==> config.mk <==
export PLATFORM = sky130hd
export DESIGN_NAME = store_merge
export DESIGN_NICKNAME = d
export VERILOG_FILES = /design/src/rtl/store_merge.sv
export SDC_FILE = /design/constraint.sdc
export NUM_CORES = 1
export LEC_CHECK = 0
export CORE_MARGIN = 4
export CORE_UTILIZATION = 40
export DETAILED_ROUTE_END_ITERATION = 10
export PLACE_DENSITY = 0.69
export SLEW_MARGIN = 20
export SYNTH_ARGS = -nofsm -noshare
export SYNTH_HDL_FRONTEND = slang
export SYNTH_SLANG_ARGS = --single-unit
==> constraint.sdc <==
create_clock -name clk -period 7.5 [get_ports clk]
set_clock_uncertainty 0.2 [all_clocks]
set_input_delay 1.875 -clock clk [delete_from_list [all_inputs] [get_ports clk]]
set_output_delay 1.875 -clock clk [all_outputs]
set_load 0.01 [all_outputs]
==> src/rtl/store_merge.sv <==
// Sub-word store engine: read-modify-write merge of byte/halfword stores into 32-bit memory words.
// Optional macro SS_ALIGN_CHECK_EN rejects misaligned half/word stores with a misalign pulse.
module store_merge (
  input  logic        clk,
  input  logic        reset,
  input  logic        start,
  input  logic [1:0]  sscontrol,
  input  logic [31:0] addr,
  input  logic [31:0] wdata,
  input  logic [31:0] mem_rdata,
  output logic [31:0] mem_addr,
  output logic [31:0] mem_wdata,
  output logic        mem_wr,
  output logic        busy,
  output logic        done,
  output logic        misalign
);

  localparam logic [1:0] SS_BYTE = 2'b00;
  localparam logic [1:0] SS_HALF = 2'b01;
  localparam logic [1:0] SS_WORD = 2'b10;

  typedef enum logic [2:0] {IDLE, RD, WT, WR, DONE} state_t;

  state_t      state;
  logic [1:0]  ss_q;
  logic [1:0]  off_q;
  logic [31:0] wdata_q;
  logic        mis_c;

  // Replace the addressed byte or halfword lane of the old word with store data.
  function automatic logic [31:0] merge(input logic [31:0] old, input logic [1:0] ss,
                                        input logic [1:0] off, input logic [31:0] wd);
    logic [31:0] r;
    r = old;
    if (ss == SS_BYTE) r[{off, 3'b000} +: 8] = wd[7:0];
    else               r[{off[1], 4'b0000} +: 16] = wd[15:0];
    return r;
  endfunction

`ifdef SS_ALIGN_CHECK_EN
  assign mis_c = ((sscontrol == SS_HALF) && addr[0]) ||
                 ((sscontrol == SS_WORD) && (addr[1:0] != 2'b00));
`else
  assign mis_c = 1'b0;
`endif

  always_ff @(posedge clk) begin
    if (reset) begin
      state     <= IDLE;
      ss_q      <= 2'b00;
      off_q     <= 2'b00;
      wdata_q   <= 32'h0;
      mem_addr  <= 32'h0;
      mem_wdata <= 32'h0;
      mem_wr    <= 1'b0;
      busy      <= 1'b0;
      done      <= 1'b0;
      misalign  <= 1'b0;
    end else begin
      case (state)
        IDLE: begin
          if (start) begin
            ss_q     <= sscontrol;
            off_q    <= addr[1:0];
            wdata_q  <= wdata;
            mem_addr <= {addr[31:2], 2'b00};
            busy     <= 1'b1;
            if (mis_c) begin
              state    <= DONE;
              done     <= 1'b1;
              misalign <= 1'b1;
            end else begin
              case (sscontrol)
                SS_BYTE, SS_HALF: state <= RD;
                SS_WORD: begin
                  state     <= WR;
                  mem_wr    <= 1'b1;
                  mem_wdata <= wdata;
                end
                default: begin
                  state <= DONE;
                  done  <= 1'b1;
                end
              endcase
            end
          end
        end
        RD: state <= WT;
        WT: begin
          // Old word is registered directly in merged form as the write data.
          mem_wdata <= merge(mem_rdata, ss_q, off_q, wdata_q);
          mem_wr    <= 1'b1;
          state     <= WR;
        end
        WR: begin
          mem_wr <= 1'b0;
          done   <= 1'b1;
          state  <= DONE;
        end
        DONE: begin
          done     <= 1'b0;
          misalign <= 1'b0;
          busy     <= 1'b0;
          state    <= IDLE;
        end
        default: state <= IDLE;
      endcase
    end
  end

endmodule

==> reports/summary.md, run 1 <==
The run finished with clean final reports. The beginning of the critical path is start. The floorplan step set the die width to 115.9 um. During synthesis, Yosys emitted a total of 0 warnings. The run gives 2.310 nW as the leakage power summed over all cells. After detailed routing, the number of remaining DRC violations is 0.

The post-layout net count came out at 786. Setup violations remaining at the end of the flow were counted as 0. The slowest stage of the critical path belongs to the cell sky130_fd_sc_hd__o21ai_4.

After Yosys synthesis, full adders, half adders and majority gates account for 1.343% of the synthesized area. Pin placement for this block handled 169 I/O pins. The xor and xnor fraction of the mapped netlist area is 0%, and the number of clock buffers inserted by TritonCTS is 9. Post-CTS repair changed the size of 0 cells.

For this run, the detailed router's first-pass iteration total came to 4. Clock tree synthesis found a total of 88 sinks. The worst setup path is captured at a register.

Summed over all failing endpoints, the final setup total negative slack is 0 ps. Counting flops with a built-in enable in the synthesized netlist gives 0. The placed instances occupy a cell area of 6277 sq um. For this run, the register share of the synthesized area comes to 37.82%. The post-route clock period utilization is 56.77%, and the upper clock frequency limit is 234.9 MHz.

Multiplexer cells account for 6.876% of the synthesized area. The final instance area was 6553 sq um; the maximum vdd ir drop was 104.2 uV. Relative to the synthesized area, the layout overhead comes to 40.67%. Hold buffer count at CTS: 0. The worst register-to-register path has a depth of 6. STA classifies the critical path startpoint as a primary input. The area inside the core boundary is 11,420 sq um, and the detail-routed via count per cell is 5.571.

The run gives 14.95 mm as the final routed wirelength across all metal layers. Summed over all instances, the cell type with the most area after synthesis is sky130_fd_sc_hd__dfxtp_1. The endpoint identified for the worst register-to-register timing path is mem_wdata[13]$_SDFFE_PP0P_.

Setup repair after global routing left no endpoint under its margin. After clock tree synthesis, the clock-pin slew on the worst setup and hold paths is 60 ps. The detailed router put a total of 5.986 mm of wire on met1. Summed over all nets, wire length on met2 after detailed routing comes to 7.077 mm. Traced cell by cell, the critical path runs through clkdlybuf4s50_1 > or4b_4 > o21ai_4 > nor2_1 > nor3_1. The data required time at the worst endpoint was 7550 ps.

In this run the remaining antenna-violating nets after routing total 0. The diode insertion count for antenna repair is 0. The detailed router's first-iteration violation count was 232. In this run the tool buffered the top-level ports with 165 buffer cells.

Measured on the finished design, the core utilization comes to 57.39%. The top cell type by area accounts for 37.82% of the synthesized area. The total number of H-tree levels is 3, and the sequential fraction of design power is 40.0%. Setup slack on the critical path of the routed design comes to 3242 ps. The synthesized netlist devotes 27.37% of its cell area to compound gates. The initial core utilization is 40.80%. The commonest register cell after synthesis is sky130_fd_sc_hd__dfxtp_1.

Summing every instance area after synthesis gives 4658 sq um. The tools report the count of standard-cell rows as 39. The average detailed-routed wire length per instance was 18.06 um; the count of final max-slew check failures was 0. In this run, the clock network consumes 29.6% of the power. The met3 wire length is 1.510 mm, and the clock latency on the worst-skew pair is 340 ps. For the pin with the worst max-slew slack, the measured transition is 1140 ps. The run gives 24.02% as the relative slew slack.

The wire length of the first global-routing pass was 23.57 mm. The die extent in y was 115.9 um; the worst-case clock buffer depth was 2. Among all cell types in the netlist, the one instantiated most often is sky130_fd_sc_hd__nand2_1. The register-to-register setup slack is 4060 ps. Detailed placement ended at an HPWL of 10.33 mm. The internal power consumption came out at 0.0009626 W. The commonest cells after synthesis are 103 x sky130_fd_sc_hd__nand2_1, 88 x sky130_fd_sc_hd__dfxtp_1, 85 x sky130_fd_sc_hd__a21oi_1. After synthesis the netlist holds a flip-flop and latch count of 88. For the number of unique standard cell types used by synthesis, the log shows 38. After Yosys synthesis, and, or, nand and nor cells account for 20.66% of the synthesized area. The number of instances in the synthesized netlist came out at 551. The path type of the worst min-delay path is register to register. Fraction of power consumed by combinational cells: 30.4%. Following the worst setup path forward leads to its endpoint at mem_wdata[1]$_SDFFE_PP0P_. Of the total power, the share spent switching nets is 31.40%.

The tools report the number of global-route vias before repair as 4,662. TritonCTS built the clock tree. The worst path in the final design needs a cycle of 4258 ps, including I/O delays and setup.

The startpoint-to-endpoint class of the critical path is primary input to register. The total global routing track utilization is 22.25%, and the max-capacitance violation count is 0. Detailed routing inserted a total of 4,613 vias. Total power for the finished layout comes to 0.001403 W. The delay of the slowest critical-path stage was 810 ps. Post-CTS timing repair inserted 0 buffers for setup.

The average footprint of a synthesized cell works out to 8.454 sq um. After synthesis, the share of flip-flops with an asynchronous set or reset is 0%. The die covers 13,440 sq um. Of the cells placed in the final design, the portion with a size suffix greater than 1 is 8.175%.

The congestion estimate from routability-driven global placement came to 0.8388. The largest family of logic cells by synthesized area is compound AO/OA/AOI/OAI gates. Timing analysis after detailed placement gives a worst setup slack of 2461 ps. The run gives 4310 ps as the arrival time of data at the critical path endpoint. After detailed routing, no signal wire sits above met4. The highest fanout seen on the critical path is 52.

The run gives 0 as the number of hold-slack violations in the final timing report. Entering global routing, the biggest net connects 88 pins. In this run the power spent charging and discharging nets is 0.0004407 W. The startpoint identified for the worst register-to-register timing path is off_q[1]$_SDFFE_PP0P_.

The ratio of total power to cell area was 214.2 nW/um^2; the number of antenna violations at the first check in global routing was 0. Ranked by total cell area, the synthesized netlist is headed by sky130_fd_sc_hd__dfxtp_1 38%, sky130_fd_sc_hd__a221oi_2 9.7%, sky130_fd_sc_hd__a21oi_1 9.1%. Overflow left after global routing: 0. CTS placed an instance of sky130_fd_sc_hd__clkbuf_16 at the clock tree root.
[routing by layer]
| metal | up-vias | track usage, % |
|---|---|---|
| met3 | 27 | 7.415 |
| met1 | 2155 | 26.42 |
| met4 | 0 | 9.049 |
| met2 | 189 | 37.02 |
| li1 | 2242 | - |
| met5 | - | 0 |
[power by group through the flow]
stage          clock, W  combinational (W)  sequential [W]
2_1_floorplan         0           0.000239        0.000573
3_3_place_gp          0           0.000418        0.000570
3_5_place_dp          0           0.000426        0.000572
4_1_cts        0.000426           0.000429        0.000562
5_1_grt        0.000447           0.000469        0.000568
6_report       0.000415           0.000427        0.000562
[kinds of logic after synthesis]
family          after synthesis
fa+ha+maj                     5
simple gates                213
buf+inv                      57
compound gates              155
other cells                   1
flops                        88
mux                          32
[through the flow]
stage / std cells / hold slack (ps)
final: 828 / 252.2
after global routing: 828 / 270.7
after CTS: 828 / 256.0
after detailed placement: 812 / 247.1
after global placement: 812 / 236.4
after floorplan: 553 / 231.1
[state kept, by name, indices dropped and copies added (netlist names)]
signal	count
state	3
mem_addr	30
off_q	2
busy	1
mem_wr	1
mem_wdata	32
ss_q	2
done	1
wdata_q	16
[cell type report]
type | count | area (sq um)
sequential | 88 | 1763
fill | 1071 | 4866
timing repair buffer | 170 | 1684
multi-input combinational | 408 | 2646
clock buffer | 14 | 254.0
inverter | 3 | 11.26
tap | 143 | 178.9
clock inverter | 2 | 15.01
[layout by cell type, fill, tap and decap left out, drive strengths merged, types with 3 or more instances in the layout]
| cell type | n |
|---|---|
| clkdlybuf4s50 | 164 |
| nand2 | 103 |
| dfxtp | 88 |
| a21oi | 85 |
| nor2 | 38 |
| nor3 | 33 |
| mux2i | 32 |
| a221oi | 32 |
| nor2b | 27 |
| a311o | 23 |
| clkbuf | 14 |
| a221o | 8 |
| buf | 6 |
| ha | 5 |
| conb | 3 |
[critical path: cells and delay by family]
kind            cells  cell delay, ps
compound gates      1             810
simple gates        3            1050
buf+inv             1             560
[worst min path at each step]
stage                              start                        end  slack [ps]  depth (start not counted)
6_report       mem_addr[31]$_SDFFE_PP0P_  mem_addr[31]$_SDFFE_PP0P_         250                          2
5_1_grt        mem_addr[31]$_SDFFE_PP0P_  mem_addr[31]$_SDFFE_PP0P_         270                          2
4_1_cts        mem_addr[31]$_SDFFE_PP0P_  mem_addr[31]$_SDFFE_PP0P_         260                          2
3_5_place_dp   mem_addr[31]$_SDFFE_PP0P_  mem_addr[31]$_SDFFE_PP0P_         250                          2
3_3_place_gp        ss_q[1]$_SDFFE_PP0P_       ss_q[1]$_SDFFE_PP0P_         240                          2
2_1_floorplan       ss_q[1]$_SDFFE_PP0P_       ss_q[1]$_SDFFE_PP0P_         230                          2
(Power assumes the default switching activity.)
==> run 2: changes to the inputs <==
PLACE_DENSITY = 0.72   (was 0.69)
clock period = 3.9 ns   (was 7.5 ns; I/O delays follow)
==> run 2 against run 1 <==
  * Clock power rose by 96%
  * Combinational power rose by 97%
  * Global-route usage fell by 0.23 points
  * Utilization rose by 0.54 points
  * Total power rose by 95%
  * Highest routed layer unchanged
  * Worst setup slack got worse by 2400 ps
  * Non-clock buffer count rose by 6
  * Sequential share of layout area fell by 0.25 points
  * Die area did not move
  * Final area rose by 0.94%
==> reports/summary.md, run 2 (synthesis results as in run 1) <==
After global routing the overflow that remains totals 0. The logs give 325.1 MHz for the upper clock frequency limit and 0.001892 W for the internal power consumption. Most common cell after layout, fill and taps aside: sky130_fd_sc_hd__clkdlybuf4s50_1.

The slowest stage of the critical path is the sky130_fd_sc_hd__or4b_2 cell. The total via count in the routed design came out at 4,622. Global routing used 22.03% of the available tracks.

The placer congestion estimate is 0.8403. The library cells used most frequently in the layout, excluding fill and tap cells, are 164 x sky130_fd_sc_hd__clkdlybuf4s50_1, 103 x sky130_fd_sc_hd__nand2_1, 87 x sky130_fd_sc_hd__dfxtp_1. The pre-antenna-repair detailed-routing pass consisted of 5 iterations. The startpoint-to-endpoint class of the critical path was primary input to register.

For the post-cts repair resize count, the log shows 0. After layout, the design draws a total of 0.002731 W. The flow ran to the end, and the final reports show no timing, DRC or antenna violations.

The tools report the detailed router's first-iteration violation count as 294. The analysis attributes to cell leakage a power of 2.353 nW. The layout overhead on the synthesized area was 41.98%; the estimated wirelength of the detail-placed design was 10.45 mm. The summed negative setup slack over all endpoints was 0 ps; the data required time at the worst endpoint was 3890 ps. The minimum period implied by the final worst setup slack works out to 3076 ps. The largest registers in the layout are mem_wdata: 32 flops, mem_addr: 30 flops, wdata_q: 16 flops. The arrival time of data at the critical path endpoint came out at 3060 ps. Clock network fraction of design power: 29.8%. The placed instance count was 818; the detail-routed via count per cell was 5.569. The die is 115.9 um tall.

The core region is 11,420 sq um. The count of final setup violators was 0. The later pin in the worst-skew pair is clocked with a latency of 340 ps.

The tools report the total number of clock tree sinks as 88. The register with the highest flop count is mem_wdata. The count of final max-slew check failures came out at 0. Of the cells placed in the final design, the portion with a size suffix greater than 1 is 8.879%. After detailed routing, the number of remaining DRC violations is 0. The number of hold-slack violations in the final timing report came out at 0.

Timing analysis after detailed placement gives a worst setup slack of 479.9 ps. The die area is 13,440 sq um. The root buffer cell chosen for the clock tree is sky130_fd_sc_hd__clkbuf_16. For the pin with the worst max-slew slack, the measured transition is 1031 ps.

The diode insertion count for antenna repair was 0; the post-route antenna net violation count was 0. Row generation in the floorplan step produced 39 rows. From left edge to right edge, the die measures 115.9 um.

Setup repair after global routing left no endpoint under its margin. The relative slew slack came out at 31.25%. Summing all placed instances gives a cell area of 6347 sq um.

The number of antenna violations at the first check in global routing came out at 0. STA classifies the critical path endpoint as a register. Once routing completed, OpenROAD measured the worst setup slack at 823.7 ps.

The finished cells cover 6614 sq um. The switching power share of the total is 30.73%, and the wire length of the first global-routing pass is 23.27 mm. IR analysis of the VDD net gives a maximum drop of 244.3 uV. Post-CTS timing repair inserted 0 buffers for setup. The tools report the number of clock buffers inserted by TritonCTS as 9. Max-cap violations in this run came to 0. The number of global-route vias before repair was 4,535. Post-layout net count: 792.

The tools report the maximum number of pins on one net before global-route repair as 67. The share of total power dissipated in sequential elements is 39.4%. TritonCTS built the clock tree.

The worst-case clock buffer depth was 2. The number of cells in the finished layout apart from fillers was 830; the I/O pin total was 169. Dividing the detail-routed wire length by the instance count gives 17.95 um.

Wires add up to 14.90 mm. For this design, the CTS-stage hold fixing added 0 buffers. The register with the most flip-flops in the layout has 32 of them. The number of I/O port buffers was 165; the fraction of power consumed by combinational cells was 30.8%. Post-route clock period utilization: 78.88%.

The clock edge transition at the registers on the reported setup and hold paths works out to 60 ps. Fill cells in the final layout number 1,042. In this run the worst path has a maximum fanout of 32. The total number of H-tree levels was 3; the initial core utilization was 40.80%.

The critical path goes through clkdlybuf4s50_1 > or4b_2 > o21a_4 > a221oi_1 > nor3_1. For this design the total switching power over the nets is 0.0008393 W. The critical path launch point type was a primary input.

Power spread over the standard cell area amounts to 413.0 nW/um^2. Path type of the worst min-delay path: register to register. In this design, the stage delay of the slowest critical-path cell is 700 ps.
[run 2: metrics by stage]
stage	util, %	hold slack (ps)
after floorplan	-	231.1
after global placement	55.59	237.0
after detailed placement	55.59	243.4
after CTS	57.90	251.3
after global routing	57.92	274.5
final	57.92	253.3
[run 2: worst max-delay path, delay by kind of cell]
kind / cells / cell delay, ps
compound gates: 2 / 740
buf+inv: 1 / 550
simple gates: 2 / 780
[run 2: metal layers]
metal	wire length (um)	GRT usage, %	up-vias
met1	5897	26.76	2144
met5	0	0	-
met4	349	7.734	0
met2	6814	35.17	210
li1	-	-	2239
met3	1837	9.191	29
[run 2: worst paths after layout]
path                                             from                          to  slack (ps)  cells after the start
worst max register to register  off_q[1]$_SDFFE_PP0P_  mem_wdata[17]$_SDFFE_PP0P_         940                      6
worst min-delay path             ss_q[0]$_SDFFE_PP0P_        ss_q[0]$_SDFFE_PP0P_         250                      2
worst max-delay path                            start  mem_wdata[21]$_SDFFE_PP0P_         820                      5
worst min register to register   ss_q[0]$_SDFFE_PP0P_        ss_q[0]$_SDFFE_PP0P_         250                      2
[run 2: layout make-up]
type / count / area, sq um / area share (%)
Sequential cell: 88 / 1763 / 26.66
Clock buffer: 10 / 229.0 / 3.462
Multi-Input combinational cell: 408 / 2643 / 39.95
Clock inverter: 2 / 35.03 / 0.5297
Tap cell: 143 / 178.9 / 2.705
Inverter: 3 / 11.26 / 0.1703
Timing Repair Buffer: 176 / 1754 / 26.52
[run 2: power groups by stage]
stage	logic, W	clock network, W	registers, W
after floorplan	0.000460	0	0.00110
after global placement	0.000828	0	0.00109
after detailed placement	0.000840	0	0.00109
after CTS	0.000845	0.000831	0.00107
after global routing	0.000918	0.000867	0.00109
final	0.000842	0.000814	0.00108
==> run 3: changes to the inputs <==
clock period = 2.5 ns   (was 3.9 ns; I/O delays follow)
==> run 3 against run 2 <==
  * Worst hold slack worse by 3.7 ps
  * Worst setup slack worse by 650 ps
  * Wire length is 4.8% higher
  * Clock-buffer cell count is 2 higher
  * Via count is 3.5% higher
  * Combinational power is 66% higher
  * Total power is 67% higher
  * Utilization is 2.1 points higher
  * Die area stayed put
  * Clock power is 84% higher
  * Non-clock buffer count is 15 higher
  * Largest power group unchanged
==> reports/summary.md, run 3 (synthesis results as in run 1) <==
By startpoint and endpoint, the worst setup path is classified as primary input to register. The path class of the tightest hold or removal check is register to register. The highest fanout seen on the critical path is 14. The tools report the source of the worst hold timing path as mem_addr[29]$_SDFFE_PP0P_. The worst setup path is captured at a register. The layout overhead on the synthesized area was 47.25%. The logs give 0 for the overflow left after global routing and 6859 sq um for the final instance area. The analysis attributes to cell leakage a power of 2.482 nW. The number of global-route vias before repair came out at 4,746.

For the worst setup path, the data arrival time is 2340 ps. For this design the ratio of total power to cell area is 665.3 nW/um^2. Clock tree synthesis selected as its root buffer the cell sky130_fd_sc_hd__clkbuf_16. After floorplanning, the core was divided into 39 placement rows. Data on the critical path is required at its endpoint by 2520 ps. The final layout contains 807 nets. Fraction of final layout cells sized beyond drive strength 1: 11.33%. Walking the worst path, the cells encountered are clkdlybuf4s50_1 > or4b_4 > o21a_4 > buf_12 > a221oi_2 > nor3_1.

The number of cells on the worst hold path is 2, and the I/O pin total is 169. The post-route core utilization was 60.07%. The register-to-register setup slack is 270 ps. The worst register-to-register path has a depth of 8. The total global routing track utilization was 23.02%; the diode insertion count for antenna repair was 0. Die extent in y: 115.9 um.

The worst register-to-register path begins at off_q[0]$_SDFFE_PP0P_. The run finished with clean final reports. In this run, post-CTS hold repair placed 0 buffers.

For this run, the detailed router's first-pass iteration total came to 7. The slew at the pin with the worst max-slew slack was 642.2 ps; the detail-routed via count per cell was 5.637. The tools report the instance area after placement as 6523 sq um. In this run the critical register-to-register path is captured at mem_wdata[31]$_SDFFE_PP0P_. In the layout the commonest cells are 164 x sky130_fd_sc_hd__clkdlybuf4s50_1, 103 x sky130_fd_sc_hd__nand2_1, 87 x sky130_fd_sc_hd__dfxtp_1.

The largest registers in the layout are mem_wdata: 32 flops, mem_addr: 30 flops, wdata_q: 16 flops. Buffers inserted during clock tree synthesis total 9. The summed negative setup slack over all endpoints came out at 0 ps. The tools report the maximum vdd ir drop as 398.9 uV.

The first global-routing pass estimated 24.36 mm of wire. The placer congestion estimate was 0.8431. Among cell families on the critical path, the largest total delay comes from buffers and inverters.

Of the available clock period, the critical path in the final layout requires 92.86%. Static timing analysis puts the maximum clock frequency at 430.7 MHz. The register with the most flip-flops in the final layout is mem_wdata.

The cell at the slowest stage of the critical path is sky130_fd_sc_hd__or4b_4. Number of flip-flops in the largest register: 32. The number of buffer and inverter instances along the worst setup path came out at 2. After detailed routing, the number of remaining DRC violations is 0. Entering global routing, the biggest net connects 65 pins.

Setup violations remaining at the end of the flow were counted as 0. The tools report the terminating pin of the worst hold path as mem_addr[29]$_SDFFE_PP0P_. The most common cell after layout, fill and taps aside was sky130_fd_sc_hd__clkdlybuf4s50_1. Detailed router's first-iteration violation count: 315. The tools report the worst hold slack as 249.6 ps. The total number of H-tree levels is 3, and the minimum period implied by the final worst setup slack is 2322 ps. The width of the die is 115.9 um, and the relative slew slack is 57.10%. The run gives 1,013 as the count of fill cells added during filler insertion.

Registers take 1763 sq um. The post-route antenna net violation count was 0; the delay of the slowest critical-path stage was 520 ps. The number of hold-slack violations in the final timing report came out at 0. Summing over every cut layer, the via total after detailed routing is 4,786. The tool flagged a number of max-cap violations equal to 0. Setup repair after global routing left no endpoint under its margin. For this block, the routed nets add up to 15.61 mm of wire. The number of antenna violations at the first check in global routing is 0, and the count of final max-slew check failures is 0. The clock latency on the worst-skew pair came out at 340 ps.

TritonCTS built the clock tree. The die covers 13,440 sq um. For this design, the sink count on the clock tree is 88. The clock passes through at most 2 buffers.

During placement, the flow inserted port buffers numbering 165. The initial core utilization is 40.80%. The region available for standard cell placement spans 11,420 sq um. The worst setup path is launched from a primary input.

Clock edge transition at the registers on the reported setup and hold paths: 60 ps. Detailed placement ended at an HPWL of 10.92 mm. In the final routed layout, each cell accounts on average for 18.39 um. The multi-input combinational cells in the finished layout cover a total of 2644 sq um.
[run 3: cell count changes in the layout (fill, tap and decap cells not counted)]
cell	previous run	this run
sky130_fd_sc_hd__buf_12	2	7
sky130_fd_sc_hd__buf_4	9	19
sky130_fd_sc_hd__bufinv_16	1	2
sky130_fd_sc_hd__clkbuf_8	0	2
sky130_fd_sc_hd__clkinv_2	1	0
sky130_fd_sc_hd__clkinv_4	0	1
sky130_fd_sc_hd__clkinvlp_4	0	1
sky130_fd_sc_hd__or2_2	0	1
sky130_fd_sc_hd__or2_4	1	0
sky130_fd_sc_hd__or4b_2	1	0
sky130_fd_sc_hd__or4b_4	0	1
[run 3: how the worst max path moves through the flow]
stage | start | endpoint | slack, ps | cells after the start
CTS | start | mem_wdata[3]$_SDFFE_PP0P_ | 190 | 6
detailed placement | start | mem_wdata[3]$_SDFFE_PP0P_ | -360 | 6
global route | off_q[0]$_SDFFE_PP0P_ | mem_wdata[31]$_SDFFE_PP0P_ | 120 | 8
floorplan | off_q[1]$_SDFFE_PP0P_ | mem_wdata[19]$_SDFFE_PP0P_ | 120 | 9
finish | start | mem_wdata[3]$_SDFFE_PP0P_ | 180 | 6
global placement | start | mem_wdata[9]$_SDFFE_PP0P_ | -300 | 6
[run 3: final cells by class]
class / instances / area share (%)
clock buffers: 12 / 3.740
repair buffers: 191 / 28.13
inverters: 3 / 0.1642
multi-input cells: 408 / 38.54
well taps: 143 / 2.609
flip-flops and latches: 88 / 25.70
clock inverters: 4 / 1.113
[run 3: tightest hold or removal path: cells and delay by family (launching register included)]
family / cells / cell delay (ps)
AO/OA/AOI/OAI: 1 / 50
AND/OR/NAND/NOR: 1 / 50
flip-flops: 1 / 310
[run 3: where the power goes]
part	switching [W]	internal, W	total (W)
clock network	0.000566	0.000933	0.00150
logic	0.000702	0.000697	0.00140
registers	0.000114	0.00155	0.00167
total	0.00138	0.00318	0.00456
[run 3: timing repair]
item / in CTS / in global routing
setup buffers: 0 / 0
resized for setup: 1 / 0
setup endpoints to repair: 1 / 0
[run 3: per-layer routing]
metal / share of wire, % / track usage [%] / up-vias / wire length, um
met3: 11 / 8.198 / 43 / 1735
met1: 38 / 27.62 / 2230 / 5985
met2: 47 / 37.71 / 234 / 7411
met5: 0 / 0 / - / 0
met4: 3.1 / 9.049 / 0 / 478
li1: - / - / 2279 / -
[run 3: metrics by stage]
| step | power, W | setup slack (ps) | cells |
|---|---|---|---|
| 2_1_floorplan | 0.002438 | 118.8 | 553 |
| 3_3_place_gp | 0.003049 | -297.4 | 833 |
| 4_1_cts | 0.004585 | 187.8 | 849 |
| 3_5_place_dp | 0.003083 | -361.7 | 833 |
| 5_1_grt | 0.004790 | 119.9 | 849 |
| 6_report | 0.004563 | 178.4 | 849 |
